`config.mk`:
```
export PLATFORM = sky130hd
export DESIGN_NAME = plic_axi_cfg_master
export DESIGN_NICKNAME = d
export VERILOG_FILES = /design/src/rtl/plic_axi_cfg_master.sv
export SDC_FILE = /design/constraint.sdc
export NUM_CORES = 1
export LEC_CHECK = 0
export BUFFER_PORTS_ARGS = -buffer_cell sky130_fd_sc_hd__clkbuf_2
export CORE_UTILIZATION = 37
export CTS_CLUSTER_DIAMETER = 200
export CTS_CLUSTER_SIZE = 10
export DETAILED_ROUTE_END_ITERATION = 8
export PLACE_DENSITY_LB_ADDON = 0.2
export SLEW_MARGIN = 0
export SYNTH_ARGS = -nofsm -noshare
export SYNTH_HDL_FRONTEND = slang
export SYNTH_SLANG_ARGS = --single-unit
```
`constraint.sdc`:
```
create_clock -name aclk -period 2.5 [get_ports aclk]
set_clock_uncertainty 0.1 [all_clocks]
set_input_delay 0.125 -clock aclk [delete_from_list [all_inputs] [get_ports aclk]]
set_output_delay 0.125 -clock aclk [all_outputs]
set_load 0.05 [all_outputs]
```
`src/rtl/plic_axi_cfg_master.sv`:
```
// Single-beat AXI4-Lite-style initiator for the PLIC configuration register bus.
// Turns a local command/response handshake into AW/W/B or AR/R sequences, with a bounded wait per bus state.
module plic_axi_cfg_master #(
  parameter int ADDR_W  = 32,
  parameter int DATA_W  = 32,
  parameter int TIMEOUT = 255
) (
  input  logic                aclk,
  input  logic                aresetn,
  input  logic                cmd_valid,
  output logic                cmd_ready,
  input  logic                cmd_write,
  input  logic [ADDR_W-1:0]   cmd_addr,
  input  logic [DATA_W-1:0]   cmd_wdata,
  input  logic [DATA_W/8-1:0] cmd_wstrb,
  output logic                rsp_valid,
  input  logic                rsp_ready,
  output logic [DATA_W-1:0]   rsp_rdata,
  output logic [1:0]          rsp_resp,
  output logic                rsp_timeout,
  output logic [ADDR_W-1:0]   M_AXI_awaddr,
  output logic [2:0]          M_AXI_awprot,
  output logic                M_AXI_awvalid,
  input  logic                M_AXI_awready,
  output logic [DATA_W-1:0]   M_AXI_wdata,
  output logic [DATA_W/8-1:0] M_AXI_wstrb,
  output logic                M_AXI_wvalid,
  input  logic                M_AXI_wready,
  output logic                M_AXI_bready,
  input  logic [1:0]          M_AXI_bresp,
  input  logic                M_AXI_bvalid,
  output logic [ADDR_W-1:0]   M_AXI_araddr,
  output logic [2:0]          M_AXI_arprot,
  output logic                M_AXI_arvalid,
  output logic [7:0]          M_AXI_arlen,
  output logic [2:0]          M_AXI_arsize,
  output logic [1:0]          M_AXI_arburst,
  input  logic                M_AXI_arready,
  output logic                M_AXI_rready,
  input  logic [DATA_W-1:0]   M_AXI_rdata,
  input  logic [1:0]          M_AXI_rresp,
  input  logic                M_AXI_rvalid
);

  localparam int CNT_W = $clog2(TIMEOUT + 1);
  localparam logic [CNT_W-1:0] TMO_LAST = CNT_W'(TIMEOUT - 1);

  typedef enum logic [2:0] {IDLE, WR, WR_RESP, RD_ADDR, RD_DATA, RESP} state_t;

  state_t              state_q, state_d;
  logic [ADDR_W-1:0]   addr_q, addr_d;
  logic [DATA_W-1:0]   wdata_q, wdata_d;
  logic [DATA_W/8-1:0] wstrb_q, wstrb_d;
  logic                awvalid_q, awvalid_d, wvalid_q, wvalid_d, arvalid_q, arvalid_d;
  logic                bready_q, bready_d, rready_q, rready_d;
  logic                aw_done_q, aw_done_d, w_done_q, w_done_d;
  logic                rsp_valid_q, rsp_valid_d, rsp_timeout_q, rsp_timeout_d;
  logic [DATA_W-1:0]   rsp_rdata_q, rsp_rdata_d;
  logic [1:0]          rsp_resp_q, rsp_resp_d;
  logic [CNT_W-1:0]    tcnt_q, tcnt_d;
  logic                aw_hs, w_hs, tmo_hit, abandon;

  always_ff @(posedge aclk or negedge aresetn) begin
    if (!aresetn) begin
      state_q       <= IDLE;
      addr_q        <= '0;
      wdata_q       <= '0;
      wstrb_q       <= '0;
      awvalid_q     <= 1'b0;
      wvalid_q      <= 1'b0;
      arvalid_q     <= 1'b0;
      bready_q      <= 1'b1;
      rready_q      <= 1'b1;
      aw_done_q     <= 1'b0;
      w_done_q      <= 1'b0;
      rsp_valid_q   <= 1'b0;
      rsp_timeout_q <= 1'b0;
      rsp_rdata_q   <= '0;
      rsp_resp_q    <= '0;
      tcnt_q        <= '0;
    end else begin
      state_q       <= state_d;
      addr_q        <= addr_d;
      wdata_q       <= wdata_d;
      wstrb_q       <= wstrb_d;
      awvalid_q     <= awvalid_d;
      wvalid_q      <= wvalid_d;
      arvalid_q     <= arvalid_d;
      bready_q      <= bready_d;
      rready_q      <= rready_d;
      aw_done_q     <= aw_done_d;
      w_done_q      <= w_done_d;
      rsp_valid_q   <= rsp_valid_d;
      rsp_timeout_q <= rsp_timeout_d;
      rsp_rdata_q   <= rsp_rdata_d;
      rsp_resp_q    <= rsp_resp_d;
      tcnt_q        <= tcnt_d;
    end
  end

  always_comb begin
    state_d       = state_q;
    addr_d        = addr_q;
    wdata_d       = wdata_q;
    wstrb_d       = wstrb_q;
    awvalid_d     = awvalid_q;
    wvalid_d      = wvalid_q;
    arvalid_d     = arvalid_q;
    bready_d      = bready_q;
    rready_d      = rready_q;
    aw_done_d     = aw_done_q;
    w_done_d      = w_done_q;
    rsp_valid_d   = rsp_valid_q;
    rsp_timeout_d = rsp_timeout_q;
    rsp_rdata_d   = rsp_rdata_q;
    rsp_resp_d    = rsp_resp_q;
    tcnt_d        = '0;
    aw_hs         = awvalid_q & M_AXI_awready;
    w_hs          = wvalid_q & M_AXI_wready;
    tmo_hit       = (tcnt_q == TMO_LAST);
    abandon       = 1'b0;

    // Counter advances only while parked in a bus state; any state change clears it.
    case (state_q)
      IDLE: begin
        if (cmd_valid) begin
          addr_d   = cmd_addr;
          wdata_d  = cmd_wdata;
          wstrb_d  = cmd_wstrb;
          bready_d = 1'b0;
          rready_d = 1'b0;
          if (cmd_write) begin
            state_d   = WR;
            awvalid_d = 1'b1;
            wvalid_d  = 1'b1;
            aw_done_d = 1'b0;
            w_done_d  = 1'b0;
          end else begin
            state_d   = RD_ADDR;
            arvalid_d = 1'b1;
          end
        end
      end
      WR: begin
        if (aw_hs) begin
          awvalid_d = 1'b0;
          aw_done_d = 1'b1;
        end
        if (w_hs) begin
          wvalid_d = 1'b0;
          w_done_d = 1'b1;
        end
        if ((aw_done_q | aw_hs) && (w_done_q | w_hs)) begin
          state_d  = WR_RESP;
          bready_d = 1'b1;
        end else if (tmo_hit) begin
          abandon = 1'b1;
        end else begin
          tcnt_d = tcnt_q + 1'b1;
        end
      end
      WR_RESP: begin
        if (M_AXI_bvalid) begin
          state_d       = RESP;
          bready_d      = 1'b0;
          rsp_valid_d   = 1'b1;
          rsp_resp_d    = M_AXI_bresp;
          rsp_rdata_d   = '0;
          rsp_timeout_d = 1'b0;
        end else if (tmo_hit) begin
          abandon = 1'b1;
        end else begin
          tcnt_d = tcnt_q + 1'b1;
        end
      end
      RD_ADDR: begin
        if (M_AXI_arready) begin
          state_d   = RD_DATA;
          arvalid_d = 1'b0;
          rready_d  = 1'b1;
        end else if (tmo_hit) begin
          abandon = 1'b1;
        end else begin
          tcnt_d = tcnt_q + 1'b1;
        end
      end
      RD_DATA: begin
        if (M_AXI_rvalid) begin
          state_d       = RESP;
          rready_d      = 1'b0;
          rsp_valid_d   = 1'b1;
          rsp_resp_d    = M_AXI_rresp;
          rsp_rdata_d   = M_AXI_rdata;
          rsp_timeout_d = 1'b0;
        end else if (tmo_hit) begin
          abandon = 1'b1;
        end else begin
          tcnt_d = tcnt_q + 1'b1;
        end
      end
      RESP: begin
        if (rsp_ready) begin
          state_d     = IDLE;
          rsp_valid_d = 1'b0;
          bready_d    = 1'b1;
          rready_d    = 1'b1;
        end
      end
      default: state_d = IDLE;
    endcase

    if (abandon) begin
      state_d       = RESP;
      awvalid_d     = 1'b0;
      wvalid_d      = 1'b0;
      arvalid_d     = 1'b0;
      bready_d      = 1'b0;
      rready_d      = 1'b0;
      rsp_valid_d   = 1'b1;
      rsp_resp_d    = 2'b10;
      rsp_rdata_d   = '0;
      rsp_timeout_d = 1'b1;
    end
  end

  assign cmd_ready     = (state_q == IDLE);
  assign rsp_valid     = rsp_valid_q;
  assign rsp_rdata     = rsp_rdata_q;
  assign rsp_resp      = rsp_resp_q;
  assign rsp_timeout   = rsp_timeout_q;
  assign M_AXI_awaddr  = addr_q;
  assign M_AXI_awprot  = 3'b000;
  assign M_AXI_awvalid = awvalid_q;
  assign M_AXI_wdata   = wdata_q;
  assign M_AXI_wstrb   = wstrb_q;
  assign M_AXI_wvalid  = wvalid_q;
  assign M_AXI_bready  = bready_q;
  assign M_AXI_araddr  = addr_q;
  assign M_AXI_arprot  = 3'b000;
  assign M_AXI_arvalid = arvalid_q;
  assign M_AXI_arlen   = 8'd0;
  assign M_AXI_arsize  = 3'b010;
  assign M_AXI_arburst = 2'b01;
  assign M_AXI_rready  = rready_q;

endmodule

```
==> impl_results.html <==
<table>
<tr><th>Metric</th><th>Value</th></tr>
<tr><th colspan="2">Run status</th></tr>
<tr><td>Run status</td><td>finished clean</td></tr>
<tr><th colspan="2">Timing</th></tr>
<tr><td>Setup TNS Final</td><td>0 ns</td></tr>
<tr><td>Count of endpoints failing setup in the final report</td><td>0</td></tr>
<tr><td>Final hold viol count</td><td>0</td></tr>
<tr><td>RSZ-0062 raised after global routing</td><td>false</td></tr>
<tr><td>Share of the clock period used by the worst path after layout</td><td>95.9%</td></tr>
<tr><td>Maximum clock frequency</td><td>~420 MHz</td></tr>
<tr><td>Relative slew margins</td><td>between 20% and 30%</td></tr>
<tr><td>Pin slew with the least headroom to its limit</td><td>about 1.2 ns</td></tr>
<tr><td>Clock period minus final worst setup slack</td><td>2.40 ns</td></tr>
<tr><td>Final-report max-slew violation count</td><td>0</td></tr>
<tr><td>Final WS setup</td><td>between 0.1 and 0.15 ns</td></tr>
<tr><th colspan="2">Routing</th></tr>
<tr><td>Total vias in the final route</td><td>roughly 4300</td></tr>
<tr><td>DRT Wirelength</td><td>between 10000 and 15000 um</td></tr>
<tr><td>DRC violation total after the first TritonRoute iteration</td><td>approximately 140</td></tr>
<tr><td>Post-route DRC</td><td>0</td></tr>
<tr><td>Final ANT Viol Nets</td><td>0</td></tr>
<tr><td>DR pass1 iterations</td><td>4</td></tr>
<tr><td>Average vias per placed instance</td><td>~4.6</td></tr>
<tr><td>Average detailed-routed wire length per instance</td><td>between 15 and 20 um</td></tr>
<tr><th colspan="2">Placed design</th></tr>
<tr><td>Quantity of I/O buffers inserted on ports</td><td>roughly 260</td></tr>
<tr><td>Post-Place Setup Slack</td><td>between 0.2 and 0.3 ns</td></tr>
<tr><td>Area of placed instances</td><td>about 6600 um2</td></tr>
<tr><td>Routability congestion estimate</td><td>around 0.82</td></tr>
<tr><td>Post-detailed-placement half-perimeter wirelength</td><td>roughly 9700 um</td></tr>
<tr><th colspan="2">Synth</th></tr>
<tr><td>Average cell area after synthesis</td><td>approximately 13 um2</td></tr>
<tr><td>Fraction of the mapped netlist area in compound gates</td><td>between 10% and 20%</td></tr>
<tr><td>Post-synthesis instance area</td><td>~5400 um2</td></tr>
<tr><td>Adder-Cell Fraction of Synth Area</td><td>0.464%</td></tr>
<tr><td>Async set-reset flop share out of synthesis</td><td>100%</td></tr>
<tr><td>EDFF count, synth</td><td>0</td></tr>
<tr><td>XOR/XNOR Fraction of Synth Area</td><td>less than 1%</td></tr>
<tr><td>Cell type with the largest total area after synthesis</td><td>sky130_fd_sc_hd__dfrtp_1</td></tr>
<tr><td>Yosys reg bits</td><td>between 100 and 150</td></tr>
<tr><td>Cells after synthesis</td><td>between 400 and 500</td></tr>
<tr><td>Dominant combinational cell family by area after synthesis</td><td>multiplexers</td></tr>
<tr><td>Yosys top cell area share</td><td>55.6%</td></tr>
<tr><td>Leading register cell type out of synthesis</td><td>sky130_fd_sc_hd__dfrtp_1</td></tr>
<tr><td>Post-synthesis mux area share</td><td>15.2%</td></tr>
<tr><td>Number of warning messages in the yosys log</td><td>0</td></tr>
<tr><td>Seq/Total Area, Yosys</td><td>a little under three fifths</td></tr>
<tr><td>Library cells used by synthesis</td><td>53</td></tr>
<tr><td>Simple-gate portion of the synthesized area</td><td>5.93%</td></tr>
<tr><td>Top area cells in the synthesized netlist</td><td>sky130_fd_sc_hd__dfrtp_1 56%, sky130_fd_sc_hd__mux2_2 13%, sky130_fd_sc_hd__buf_4 7.4%</td></tr>
<tr><th colspan="2">Floorplanning</th></tr>
<tr><td>Chip height</td><td>about 120 um</td></tr>
<tr><td>Core area</td><td>roughly 14000 um2</td></tr>
<tr><td>IO Count</td><td>275</td></tr>
<tr><td>Die area</td><td>15100 um2</td></tr>
<tr><td># rows</td><td>43</td></tr>
<tr><td>Starting Density</td><td>38.4%</td></tr>
<tr><td>Die outline width</td><td>123 um</td></tr>
<tr><th colspan="2">GRT</th></tr>
<tr><td>Grt ovf</td><td>0</td></tr>
<tr><td>Layer with the highest usage after global routing</td><td>met2</td></tr>
<tr><td>GR met2 Demand/Resource</td><td>33.2%</td></tr>
<tr><td>Largest net degree at the start of global routing</td><td>58</td></tr>
<tr><td>Met3 Resource Use GR</td><td>under 10%</td></tr>
<tr><td>GR Util All Layers</td><td>a little under a fifth</td></tr>
<tr><td>Wire length of the first global-routing pass</td><td>between 20000 and 25000 um</td></tr>
<tr><td>Number of global-route vias before repair</td><td>4362</td></tr>
<tr><td>Antenna violations before repair</td><td>0</td></tr>
<tr><td>Met1 Usage GRT</td><td>between 20% and 30%</td></tr>
<tr><th colspan="2">Layout</th></tr>
<tr><td>Most common cell after layout, fill and taps aside</td><td>sky130_fd_sc_hd__clkbuf_2</td></tr>
<tr><td>Area added between synthesis and finish</td><td>52.9%</td></tr>
<tr><td>Layout fillers</td><td>about 1100</td></tr>
<tr><td>Number of nets in the layout</td><td>approximately 860</td></tr>
<tr><td>Final Cell Area</td><td>about 8300 um2</td></tr>
<tr><td>Area taken by flip-flops and latches</td><td>between 3000 and 4000 um2</td></tr>
<tr><td>Most frequent cells in the layout</td><td>254 x sky130_fd_sc_hd__clkbuf_2, 120 x sky130_fd_sc_hd__dfrtp_1, 109 x sky130_fd_sc_hd__dlygate4sd3_1</td></tr>
<tr><td>Proportion of layout cells with a drive suffix above 1</td><td>between 50% and 60%</td></tr>
<tr><td>Share of the core filled with cells</td><td>between 50% and 60%</td></tr>
<tr><td>N_diodes</td><td>0</td></tr>
<tr><td>Multi-input logic area</td><td>approximately 1900 um2</td></tr>
<tr><th colspan="2">Critical path</th></tr>
<tr><td>Kind of start point of the critical path</td><td>flip-flop</td></tr>
<tr><td>Reg-to-reg critical path startpoint</td><td>state_q[1]$_DFFE_PN0P_</td></tr>
<tr><td>Setup slack of the most critical reg-to-reg path</td><td>about 0.10 ns</td></tr>
<tr><td>CP endpoint kind</td><td>flip-flop</td></tr>
<tr><td>CP Class</td><td>flip-flop to flip-flop</td></tr>
<tr><td>R2R depth</td><td>6</td></tr>
<tr><td>Required @ worst endpoint</td><td>approximately 2.7 ns</td></tr>
<tr><td>Critical-path maximum fanout</td><td>14</td></tr>
<tr><td>Reg-to-Reg End</td><td>rsp_resp[0]$_DFFE_PN0P_</td></tr>
<tr><td>Arrival time of data at the critical path endpoint</td><td>around 2.6 ns</td></tr>
<tr><th colspan="2">Clock network</th></tr>
<tr><td>Number of buffers on the longest clock path</td><td>2</td></tr>
<tr><td>TritonCTS sink count</td><td>between 100 and 150</td></tr>
<tr><td>Number of clock buffers inserted by TritonCTS</td><td>17</td></tr>
<tr><td>Clock slew at the register clock pins of the worst setup and hold paths</td><td>roughly 0.050 ns</td></tr>
<tr><td>Hold Buf Count CTS</td><td>approximately 110</td></tr>
<tr><td>Clock latency on the worst-skew pair</td><td>0.40 ns</td></tr>
<tr><td>Setup Buffers After CTS</td><td>0</td></tr>
<tr><td>CTS tree</td><td>built</td></tr>
<tr><td>Post-CTS Resized</td><td>0</td></tr>
<tr><td>Clock Root Buffer</td><td>sky130_fd_sc_hd__clkbuf_16</td></tr>
<tr><td>Level count of the clock H-tree</td><td>4</td></tr>
<tr><th colspan="2">Hold path</th></tr>
<tr><td>Hold path cells</td><td>4</td></tr>
<tr><td>Hold wc startpoint</td><td>cmd_valid</td></tr>
<tr><td>Min-Delay Endpoint</td><td>M_AXI_bready$_DFFE_PN1P_</td></tr>
<tr><td>HP Class</td><td>primary input to flip-flop</td></tr>
<tr><th colspan="2">Job</th></tr>
<tr><td>Number of maximum-capacitance constraint violations</td><td>0</td></tr>
</table>
[kinds of logic after synthesis]
kind of cell | Yosys count
AOI/OAI and AO/OA | 69
xor gates and xnor gates | 6
adders and majority gates | 2
buffers and inverters | 74
DFF | 122
muxes | 70
other | 2
and+or+nand+nor | 57
[registers in the layout (all words and copies together), names as in the netlist, 2 cells and up]
register      count
M_AXI_araddr     32
M_AXI_wdata      32
tcnt_q            8
M_AXI_wstrb       4
rsp_rdata        32
rsp_resp          2
state_q           3
[worst max path at each step]
stage               slack [ns]                      endpoint              startpoint
floorplan                 0.08  M_AXI_araddr[26]$_DFFE_PN0P_  state_q[2]$_DFFE_PN0P_
global placement          0.33     rsp_rdata[11]$_DFFE_PN0P_  state_q[1]$_DFFE_PN0P_
detailed placement        0.27     rsp_rdata[26]$_DFFE_PN0P_  state_q[1]$_DFFE_PN0P_
CTS                       0.11       rsp_resp[0]$_DFFE_PN0P_  state_q[1]$_DFFE_PN0P_
global route             0.003       rsp_resp[0]$_DFFE_PN0P_  state_q[1]$_DFFE_PN0P_
finish                    0.10       rsp_resp[0]$_DFFE_PN0P_  state_q[1]$_DFFE_PN0P_
[cell type report]
cell class	count	share of cell area, %
repair buffers	373	30.3
clock inverters	7	1.38
multi-input cells	223	22.6
inverters	3	0.136
well taps	180	2.73
flip-flops and latches	122	37.0
clock buffers	24	5.84
[metrics by stage]
| stage | hold WS (ns) | cells |
|---|---|---|
| after floorplan | -0.271 | 419 |
| after global placement | -0.0817 | 792 |
| after detailed placement | -0.0812 | 792 |
| after CTS | 0.00843 | 932 |
| after global routing | 0.0484 | 932 |
| final | 0.0322 | 932 |
[routing by layer]
layer | vias up | share of wire [%]
li1 | 2032 | -
met1 | 2082 | 39
met2 | 172 | 53
met5 | - | 0
met3 | 30 | 6.2
met4 | 0 | 2.2
[worst max-delay path, cell delays in order, from the launching register on]
cell and delay, ns:
sky130_fd_sc_hd__dfrtp_1 0.52, sky130_fd_sc_hd__nand2b_4 0.23, sky130_fd_sc_hd__or3_4 0.37, sky130_fd_sc_hd__a31oi_4 0.21, sky130_fd_sc_hd__buf_4 0.22, sky130_fd_sc_hd__a311oi_1 0.06
sky130_fd_sc_hd__dlygate4sd3_1 0.57
[Yosys cell counts, types with 3 or more instances]
master / instances
sky130_fd_sc_hd__buf_4: 53
sky130_fd_sc_hd__xor2_1: 5
sky130_fd_sc_hd__a21oi_1: 9
sky130_fd_sc_hd__nor2_1: 15
sky130_fd_sc_hd__buf_6: 7
sky130_fd_sc_hd__and3_1: 3
sky130_fd_sc_hd__o21ai_0: 4
sky130_fd_sc_hd__nor2b_1: 3
sky130_fd_sc_hd__dfrtp_1: 120
sky130_fd_sc_hd__mux2_2: 60
sky130_fd_sc_hd__nand3_1: 4
sky130_fd_sc_hd__a21o_1: 3
sky130_fd_sc_hd__nand2_1: 15
sky130_fd_sc_hd__a31oi_1: 3
sky130_fd_sc_hd__nor3_1: 3
sky130_fd_sc_hd__buf_2: 9
sky130_fd_sc_hd__a22o_1: 32
sky130_fd_sc_hd__mux2_4: 9
Power is left out: the tool's default activity adds up to more than one toggle a clock period on the data nets, which glitch-free logic cannot reach.
